`src/rtl/jtag_pkg.sv`:
```
`default_nettype none
// ----------------------------------------------------------------------------
// jtag_pkg : state encoding and TMS sequence tables shared by jtag_master
// Rev 1.0
// ----------------------------------------------------------------------------
package jtag_pkg;

  typedef enum logic [2:0] {
    RESET_SEQ = 3'd0,
    IDLE      = 3'd1,
    PRE       = 3'd2,
    SHIFT     = 3'd3,
    POST      = 3'd4
  } jtag_state_t;

  localparam int RESET_SEQ_LEN = 6;
  localparam int PRE_IR_LEN    = 4;
  localparam int PRE_DR_LEN    = 3;
  localparam int POST_LEN      = 2;

  // Tables are read LSB first, one bit per tck of the phase.
  localparam logic [15:0] RESET_TMS  = 16'h001F;  // 1,1,1,1,1,0
  localparam logic [15:0] PRE_IR_TMS = 16'h0003;  // 1,1,0,0
  localparam logic [15:0] PRE_DR_TMS = 16'h0001;  // 1,0,0
  localparam logic [15:0] POST_TMS   = 16'h0001;  // 1,0

  function automatic logic tms_bit(input jtag_state_t st, input logic ir, input logic [3:0] idx);
    logic [15:0] tbl;
    tbl = '0;
    case (st)
      RESET_SEQ: tbl = RESET_TMS;
      PRE:       tbl = ir ? PRE_IR_TMS : PRE_DR_TMS;
      POST:      tbl = POST_TMS;
      default:   tbl = '0;
    endcase
    return tbl[idx];
  endfunction

endpackage
`default_nettype wire

```
`src/rtl/jtag_tck_gen.sv`:
```
`default_nettype none
// ----------------------------------------------------------------------------
// jtag_tck_gen : tck divider (low half then high half) with edge strobes
// Rev 1.0
// ----------------------------------------------------------------------------
module jtag_tck_gen #(
  parameter int CLK_DIV = 2
) (
  input  logic clk,
  input  logic reset,
  input  logic en,
  output logic tck,
  output logic rise,
  output logic fall
);

  localparam int CW = (CLK_DIV > 1) ? $clog2(CLK_DIV) : 1;

  logic [CW-1:0] cnt;
  logic          at_end;

  assign at_end = (cnt == CW'(CLK_DIV - 1));
  // Strobes flag the clk edge on which tck itself toggles.
  assign rise   = en && at_end && !tck;
  assign fall   = en && at_end && tck;

  always_ff @(posedge clk or posedge reset) begin
    if (reset) begin
      cnt <= '0;
      tck <= 1'b0;
    end else if (!en) begin
      cnt <= '0;
      tck <= 1'b0;
    end else if (at_end) begin
      cnt <= '0;
      tck <= !tck;
    end else begin
      cnt <= cnt + 1'b1;
    end
  end

endmodule
`default_nettype wire

```
`src/rtl/jtag_master.sv`:
```
`default_nettype none
// ----------------------------------------------------------------------------
// jtag_master : IR/DR scan engine driving a JTAG TAP from Run-Test/Idle
// Option macro JTAG_MASTER_RESET_CMD_EN enables cmd_reset TAP-reset commands.
// Rev 1.0
// ----------------------------------------------------------------------------
module jtag_master
  import jtag_pkg::*;
#(
  parameter int REGISTER_WIDTH = 8,
  parameter int CLK_DIV        = 2
) (
  input  logic                      clk,
  input  logic                      reset,
  input  logic                      cmd_valid,
  output logic                      cmd_ready,
  input  logic                      cmd_ir,
  input  logic                      cmd_reset,
  input  logic [REGISTER_WIDTH-1:0] cmd_data,
  output logic                      rsp_valid,
  output logic [REGISTER_WIDTH-1:0] rsp_data,
  output logic                      tck,
  output logic                      tms,
  output logic                      tdi,
  input  logic                      tdo
);

  localparam int CNT_W = $clog2(REGISTER_WIDTH + 8);

  jtag_state_t               state;
  logic [CNT_W-1:0]          cnt;
  logic                      ir_r;
  logic [REGISTER_WIDTH-1:0] data_r;
  logic [REGISTER_WIDTH-1:0] data_next;
  logic [REGISTER_WIDTH-1:0] cap;
  logic                      last;
  logic                      tck_en;
  logic                      rise;
  logic                      fall;

`ifndef JTAG_MASTER_RESET_CMD_EN
  logic unused_cmd_reset;
  assign unused_cmd_reset = cmd_reset;
`endif

  assign tck_en    = (state != IDLE);
  assign data_next = data_r >> 1;

  jtag_tck_gen #(.CLK_DIV(CLK_DIV)) u_tck_gen (
    .clk   (clk),
    .reset (reset),
    .en    (tck_en),
    .tck   (tck),
    .rise  (rise),
    .fall  (fall)
  );

  always_comb begin
    last = 1'b0;
    case (state)
      RESET_SEQ: last = (cnt == CNT_W'(RESET_SEQ_LEN - 1));
      PRE:       last = (cnt == (ir_r ? CNT_W'(PRE_IR_LEN - 1) : CNT_W'(PRE_DR_LEN - 1)));
      SHIFT:     last = (cnt == CNT_W'(REGISTER_WIDTH - 1));
      POST:      last = (cnt == CNT_W'(POST_LEN - 1));
      default:   last = 1'b0;
    endcase
  end

  // tms/tdi for the next tck period are set on the falling edge that ends the current one.
  always_ff @(posedge clk or posedge reset) begin
    if (reset) begin
      state     <= RESET_SEQ;
      cnt       <= '0;
      cmd_ready <= 1'b0;
      rsp_valid <= 1'b0;
      rsp_data  <= '0;
      tms       <= 1'b1;
      tdi       <= 1'b0;
      ir_r      <= 1'b0;
      data_r    <= '0;
      cap       <= '0;
    end else begin
      rsp_valid <= 1'b0;
      case (state)
        IDLE: begin
          tms <= 1'b0;
          tdi <= 1'b0;
          if (cmd_valid && cmd_ready) begin
            cmd_ready <= 1'b0;
            cnt       <= '0;
            ir_r      <= cmd_ir;
            data_r    <= cmd_data;
`ifdef JTAG_MASTER_RESET_CMD_EN
            if (cmd_reset) begin
              state <= RESET_SEQ;
              tms   <= tms_bit(RESET_SEQ, 1'b0, 4'd0);
            end else begin
              state <= PRE;
              tms   <= tms_bit(PRE, cmd_ir, 4'd0);
            end
`else
            state <= PRE;
            tms   <= tms_bit(PRE, cmd_ir, 4'd0);
`endif
          end
        end
        default: begin
          if (rise && state == SHIFT) cap <= {tdo, cap[REGISTER_WIDTH-1:1]};
          if (fall) begin
            if (!last) begin
              cnt <= cnt + 1'b1;
              if (state == SHIFT) begin
                data_r <= data_next;
                tdi    <= data_next[0];
                tms    <= (cnt == CNT_W'(REGISTER_WIDTH - 2));
              end else begin
                tms <= tms_bit(state, ir_r, cnt[3:0] + 4'd1);
              end
            end else begin
              cnt <= '0;
              case (state)
                PRE: begin
                  state <= SHIFT;
                  tdi   <= data_r[0];
                  tms   <= (REGISTER_WIDTH == 1);
                end
                SHIFT: begin
                  state <= POST;
                  tdi   <= 1'b0;
                  tms   <= tms_bit(POST, ir_r, 4'd0);
                end
                POST: begin
                  state     <= IDLE;
                  tms       <= 1'b0;
                  cmd_ready <= 1'b1;
                  rsp_valid <= 1'b1;
                  rsp_data  <= cap;
                end
                default: begin
                  state     <= IDLE;
                  tms       <= 1'b0;
                  cmd_ready <= 1'b1;
                end
              endcase
            end
          end
        end
      endcase
    end
  end

endmodule
`default_nettype wire

```
`config.mk`:
```
export PLATFORM = sky130hd
export DESIGN_NAME = jtag_master
export DESIGN_NICKNAME = d
export VERILOG_FILES = /design/src/rtl/jtag_pkg.sv /design/src/rtl/jtag_tck_gen.sv /design/src/rtl/jtag_master.sv
export SDC_FILE = /design/constraint.sdc
export NUM_CORES = 1
export LEC_CHECK = 0
export ABC_AREA = 1
export CELL_PAD_IN_SITES_DETAIL_PLACEMENT = 0
export CELL_PAD_IN_SITES_GLOBAL_PLACEMENT = 1
export CORE_MARGIN = 3
export CORE_UTILIZATION = 37
export DETAILED_ROUTE_END_ITERATION = 6
export PLACE_DENSITY_LB_ADDON = 0.05
export SETUP_SLACK_MARGIN = 0.15
export SLEW_MARGIN = 20
export SYNTH_ARGS = -nofsm -noshare
export SYNTH_HDL_FRONTEND = slang
export SYNTH_SLANG_ARGS = --single-unit
```
`constraint.sdc`:
```
create_clock -name clk -period 1.7 [get_ports clk]
set_clock_uncertainty 0.1 [all_clocks]
set_input_delay 0.34 -clock clk [delete_from_list [all_inputs] [get_ports clk]]
set_output_delay 0.34 -clock clk [all_outputs]
set_load 0.05 [all_outputs]
```
=== Word level (Yosys, flattened, before mapping) ===
Index checks and enable logic that the tools add are counted.

* Word-level logic and storage cells: 99
* Output and inout bits: 13
* Register bits after elaboration: 38

* Bitwise operators: 1
* $lt $le $gt $ge: 1
* Equality and inequality tests: 14
* Reduce and logical (&&, ||, !) cells: 21
* Add/subtract/negate cells: 2
* Muxes and demuxes: 48

{| class="wikitable"
|+ Operators by type and width
! operator !! number
|-
| $mux 16 || 4
|-
| $mux 8 || 5
|-
| $mux 1 || 25
|-
| $mux 4 || 4
|-
| $pmux 5 s3 || 1
|-
| $eq 4x3->1 const B || 3
|-
| $mux 3 || 4
|-
| $reduce_and 4->1 || 3
|-
| $eq 3x2->1 const B || 2
|-
| $pmux 3 s2 || 1
|-
| $reduce_and 2->1 || 3
|-
| $reduce_and 3->1 || 2
|-
| $reduce_bool 2->1 || 3
|-
| $reduce_bool 3->1 || 2
|-
| $logic_and 1x1->1 || 5
|-
| $lt 4x5->1 const B || 1
|-
| $add 4x1->4 const B || 1
|-
| $bmux 1 s4 || 1
|-
| $eq 4x1->1 const B || 1
|-
| $eq 4x2->1 || 1
|-
| $ne 2x1->1 const B || 2
|-
| $ne 2x2->1 const B || 2
|-
| $pmux 1 s4 || 1
|-
| $eq 3x1->1 const B || 1
|-
| 9 further kinds || 9
|}

=== Longest topological paths before layout ===
* Word-level depth: 12
* Depth in mapped cells: 15

=== By module ===
From an unflattened synthesis, not the netlist that was laid out.

* Cell total of the unflattened synthesis: 227
* Area, all modules: 1,941.9 µm²

{| class="wikitable"
|+ By module, submodules not included
! module !! area each (µm²) !! seq. area each (µm²) !! times used !! cells an instance
|-
| jtag_master || 1,848.0 || 902.1 || 1 || 214
|-
| jtag_tck_gen || 93.8 || 50.0 || 1 || 13
|}

=== Least setup slack after synthesis ===
Ideal clock, no wire load.

* Path type: flip-flop to flip-flop
* Start: register state[2]
* End: register data_r[1]
* Path buffers: 1
* Stages on the path, launching flop included: 10
* Slack: -0.055 ns
* Setup time: 0.122 ns
* Data arrival time: 1.533 ns
* Cell sequence: dfrtp_1 > nor2_4 > inv_2 > nor2_8 > nand3_4 > nand2_4 > nand3_4 > buf_6 > nand2_2 > o21ai_2

* Word-level cells in the longest chain between the ends: 5
* Elaborated cells between the ends (all ways): 15

{| class="wikitable"
|+ Ends and longest elaborated chain
! element !! line !! text
|-
| start: declaration || jtag_master.sv:30 || <nowiki>jtag_state_t state;</nowiki>
|-
| start signal: assignment || jtag_master.sv:72 || <nowiki>state <= RESET_SEQ;</nowiki>
|-
| start signal: assignment || jtag_master.sv:102 || <nowiki>state <= PRE;</nowiki>
|-
| start signal: assignment || jtag_master.sv:123 || <nowiki>state <= SHIFT;</nowiki>
|-
| parallel branches: the longest is 5 deep, another holds $pmux 1 s4 || -- ||
|-
| end signal: assignment || jtag_master.sv:92 || <nowiki>data_r <= cmd_data;</nowiki>
|-
| end signal: assignment || jtag_master.sv:113 || <nowiki>data_r <= data_next;</nowiki>
|-
| end: declaration || jtag_master.sv:33 || <nowiki>logic [REGISTER_WIDTH-1:0] data_r;</nowiki>
|}

Parallel ways; which one is timed is not known.
A chain may end at the register's enable or synchronous reset.

=== Worst setup path in the final report ===
* Start: register state[0]
* End: register tdi

* Word-level cells in the longest chain between the ends: 5
* Elaborated cells between the ends (all ways): 17

{| class="wikitable"
|+ Ends and longest elaborated chain
! element !! line !! text
|-
| $eq 3x3->1 (tied with other cells) || jtag_master.sv:60 || <nowiki>case (state)</nowiki>
|-
| $pmux 1 s4 (tied with other cells) || jtag_master.sv:60 ||
|-
| $mux 1 or $logic_and 1x1->1 (tied branches) || jtag_master.sv:110, jtag_tck_gen.sv:25 ||
|-
| $mux 1 or $reduce_bool 2->1 (tied branches) || -- ||
|-
| $mux 1 or $reduce_and 3->1 (tied branches) || -- ||
|-
| end signal: assignment || jtag_master.sv:114 || <nowiki>tdi <= data_next[0];</nowiki>
|-
| end signal: assignment || jtag_master.sv:124 || <nowiki>tdi <= data_r[0];</nowiki>
|-
| end: declaration || jtag_master.sv:24 || <nowiki>output logic tdi,</nowiki>
|}

Several ways; a longest one is shown, not always the timed one. The select of a mux whose other input is x is not followed.

==> results.yml <==
cts:
  cts_htree_levels: 2
  clockBufferDepth: 2
  cts_hold_buf: 0
  numCtsBuffers: 5
  cts-root-buf: "clkbuf_8"
  clkTransAtPathRegs_ns: 0.08
  clock_sinks: 38
  cts_tree: "built"
  clk_latency_ns: 0.29
sta:
  rsz0062_at_grt: "yes"
  max_freq_mhz: 593
  slew_headroom_pct: 79.5
  final-setup-viol-count: 0
  final-max-slew-violation-count: 0
  hold_ws_ns: 0.297
  period_minus_slack_ns: 1.69
  tightest_slew_ns: 0.307
  post-route-period-util_pct: 99.2
  hold_viol: 0
  tns_ns: 0
cells_and_area:
  multi_input_area_mm2: 0.00106
  insertedDiodeCount: 0
  drive_gt1_share_pct: 43.4
  area_growth_pct: 47.8
  stdcell_count: 356
  final_common_cell: "nand2_1"
  nets: 301
  layout_common_cells: "nand2_1, dfrtp_1, inv_1, buf_4, nand2_2"
  final-seq-area_um2: 958
  fill_cells: 506
floorplan:
  boundaryPins: 27
  rows: 26
  core_area_mm2: 0.00514
  initial_core_util_pct: 38.7
  die_h_um: 79.4
  die_area_mm2: 0.00630
  die_x_um: 79.4
setup_path:
  arrival_ns: 1.76
  crit_required_ns: 1.78
  crit_type: "reg2reg"
  path_common_cell: "nand2_1"
  worst-path-max-fanout: 4
  crit_family: "simple AND/OR/NAND/NOR gates"
  critPathLaunchType: "flip-flop"
  endpoint_kind: "flip-flop"
  r2r_setup_slack_ns: 0.01
  crit_buf_inv: 1
  slowest_delay_ns: 0.45
  crit_path_cell_trace: "nor2_4, nand2_1, nand2_1, nand3_2, nor2_4, buf_6, nand3_2, nand2_2, nand2_1, nand2_1, nand2_1"
  slowest_stage: "dfrtp_2"
grt:
  antenna_found_initial: 0
  gr-total-overflow: 0
  grt_pass1_wl_um: 7670
  grt_max_degree: 39
  grtUsageTotal_pct: 15.6
  first_global_vias: 1649
placed_design:
  hpwl_um: 3050
  port_buffers: 25
  place_inst: 342
  gp_congestion: 0.797
power_and_ir_drop:
  p_leak_nw: 1.38
  peakVddDrop_uv: 900
  power-per-cell-area_mw_per_mm2: 1680
routing:
  remaining_drc_errors: 0
  first_iter_violations: 75
  detail_route.first_pass.iterations: 4
  vias: 1652
  via_per_inst: 4.64
  post_drt_wl_per_cell_um: 12.1
  wirelength_um: 4290
  ant_nets: 0
min_path:
  hp-class: "in2async"
synthesis:
  yosys_warnings: 0
  avgSynthCellArea_um2: 8.77
  synth_cell_types: 26
  synth_area_mm2: 0.00199
  synth_nets: 243
  ys_ff_latch: 38
  seq_area_frac_synth_pct: 47.8
  syn-instance-count: 227
outcome:
  status: "complete, no violations"
job:
  drv_cap: 0
-- cell usage after synthesis --
library cell  number  share of area (%)
clkbuf_1           2               0.38
a21oi_1            2               0.50
nand4_4            1                1.1
ha_1               2                1.3
dfstp_2            1                1.3
o21ai_1            1               0.25
inv_4              1               0.31
mux2i_1            6                3.0
nor2_1             7                1.3
nand4_1            4                1.3
nand2_1           71                 13
xor2_1             1               0.44
inv_2              4               0.75
nor2_2             2               0.63
o21ai_0            9                2.3
o21ai_2           15                6.6
dfrtp_1           37                 47
nor2_8             1                1.0
nand3_1           17                4.3
nor2_4             2                1.1
inv_1             26                4.9
nand3_4            3                2.6
nand2_2            5                1.6
nand2_4            2                1.1
o22ai_1            3               0.94
buf_6              2                1.1
-- through the flow --
step	util, %	cell area [µm²]	power, mW	setup WS [ns]
6_report	57.3	2940	4.93	0.0129
3_3_place_gp	50.6	2600	3.71	-0.0565
3_5_place_dp	50.6	2600	3.73	-0.0690
4_1_cts	55.4	2850	4.82	0.0231
2_1_floorplan	-	2000	2.84	-0.0414
5_1_grt	57.3	2940	5.34	-0.110
-- worst min-delay path: stages --
cell,delay [ns]
clkdlybuf4s50_1,0.40
inv_1,0.09
buf_12,0.23
-- registers in the layout, indices dropped and copies added, names as in the netlist, 3 cells and up --
| signal | count |
|---|---|
| cap | 8 |
| cnt | 4 |
| data_r | 8 |
| rsp_data | 8 |
| state | 3 |
-- where the power goes --
group          leakage (nW)  total, mW  internal, mW  switching, mW
logic                 0.843       2.88          1.29           1.59
clock network        0.0472      0.654         0.326          0.327
registers             0.493       1.40          1.15          0.246
total                  1.38       4.93          2.77           2.16
-- per-layer routing --
| metal | vias up | wire [µm] | share of wire (%) | GRT usage (%) |
|---|---|---|---|---|
| met4 | 0 | 43 | 1.0 | 3.61 |
| met5 | - | 0 | 0 | 0 |
| li1 | 845 | - | - | - |
| met1 | 784 | 2000 | 47 | 20.4 |
| met3 | 5 | 137 | 3.2 | 3.40 |
| met2 | 18 | 2110 | 49 | 26.4 |
-- worst paths after layout --
path | start | end | cells past startpoint
hold reg to reg | cap[0]$_DFFE_PP0P_ | rsp_data[0]$_DFFE_PP0P_ | 2
setup reg to reg | state[0]$_DFFE_PP0P_ | tdi$_DFFE_PP0P_ | 11
setup / recovery | state[0]$_DFFE_PP0P_ | tdi$_DFFE_PP0P_ | 11
max in group asynchronous | reset | tms$_DFFE_PP1P_ | 3
min in group clk | cap[0]$_DFFE_PP0P_ | rsp_data[0]$_DFFE_PP0P_ | 2
hold / removal | reset | cap[6]$_DFFE_PP0P_ | 3
-- kinds of logic after synthesis --
family / Yosys count / share of synthesized area (%)
xor gates and xnor gates: 1 / 0.440
AOI/OAI and AO/OA: 30 / 10.6
and+or+nand+nor: 115 / 29.4
adders and majority gates: 2 / 1.26
buffers and inverters: 35 / 7.48
DFF: 38 / 47.8
muxes: 6 / 3.02
-- area by class of cell --
cell class	instances	area share [%]
multi-input combinational	155	35.9
tap	70	2.98
sequential	38	32.6
timing repair buffer	54	21.2
clock buffer	6	2.81
inverter	31	4.12
clock inverter	2	0.425
-- what timing repair did --
| action | in CTS | in global routing |
|---|---|---|
| cloned | 1 | 0 |
| setup buffers | 5 | 0 |
| pin swaps | 12 | 21 |
| endpoints found under the setup margin | 27 | 35 |
| gates resized for setup | 24 | 29 |
(Power assumes the default switching activity.)
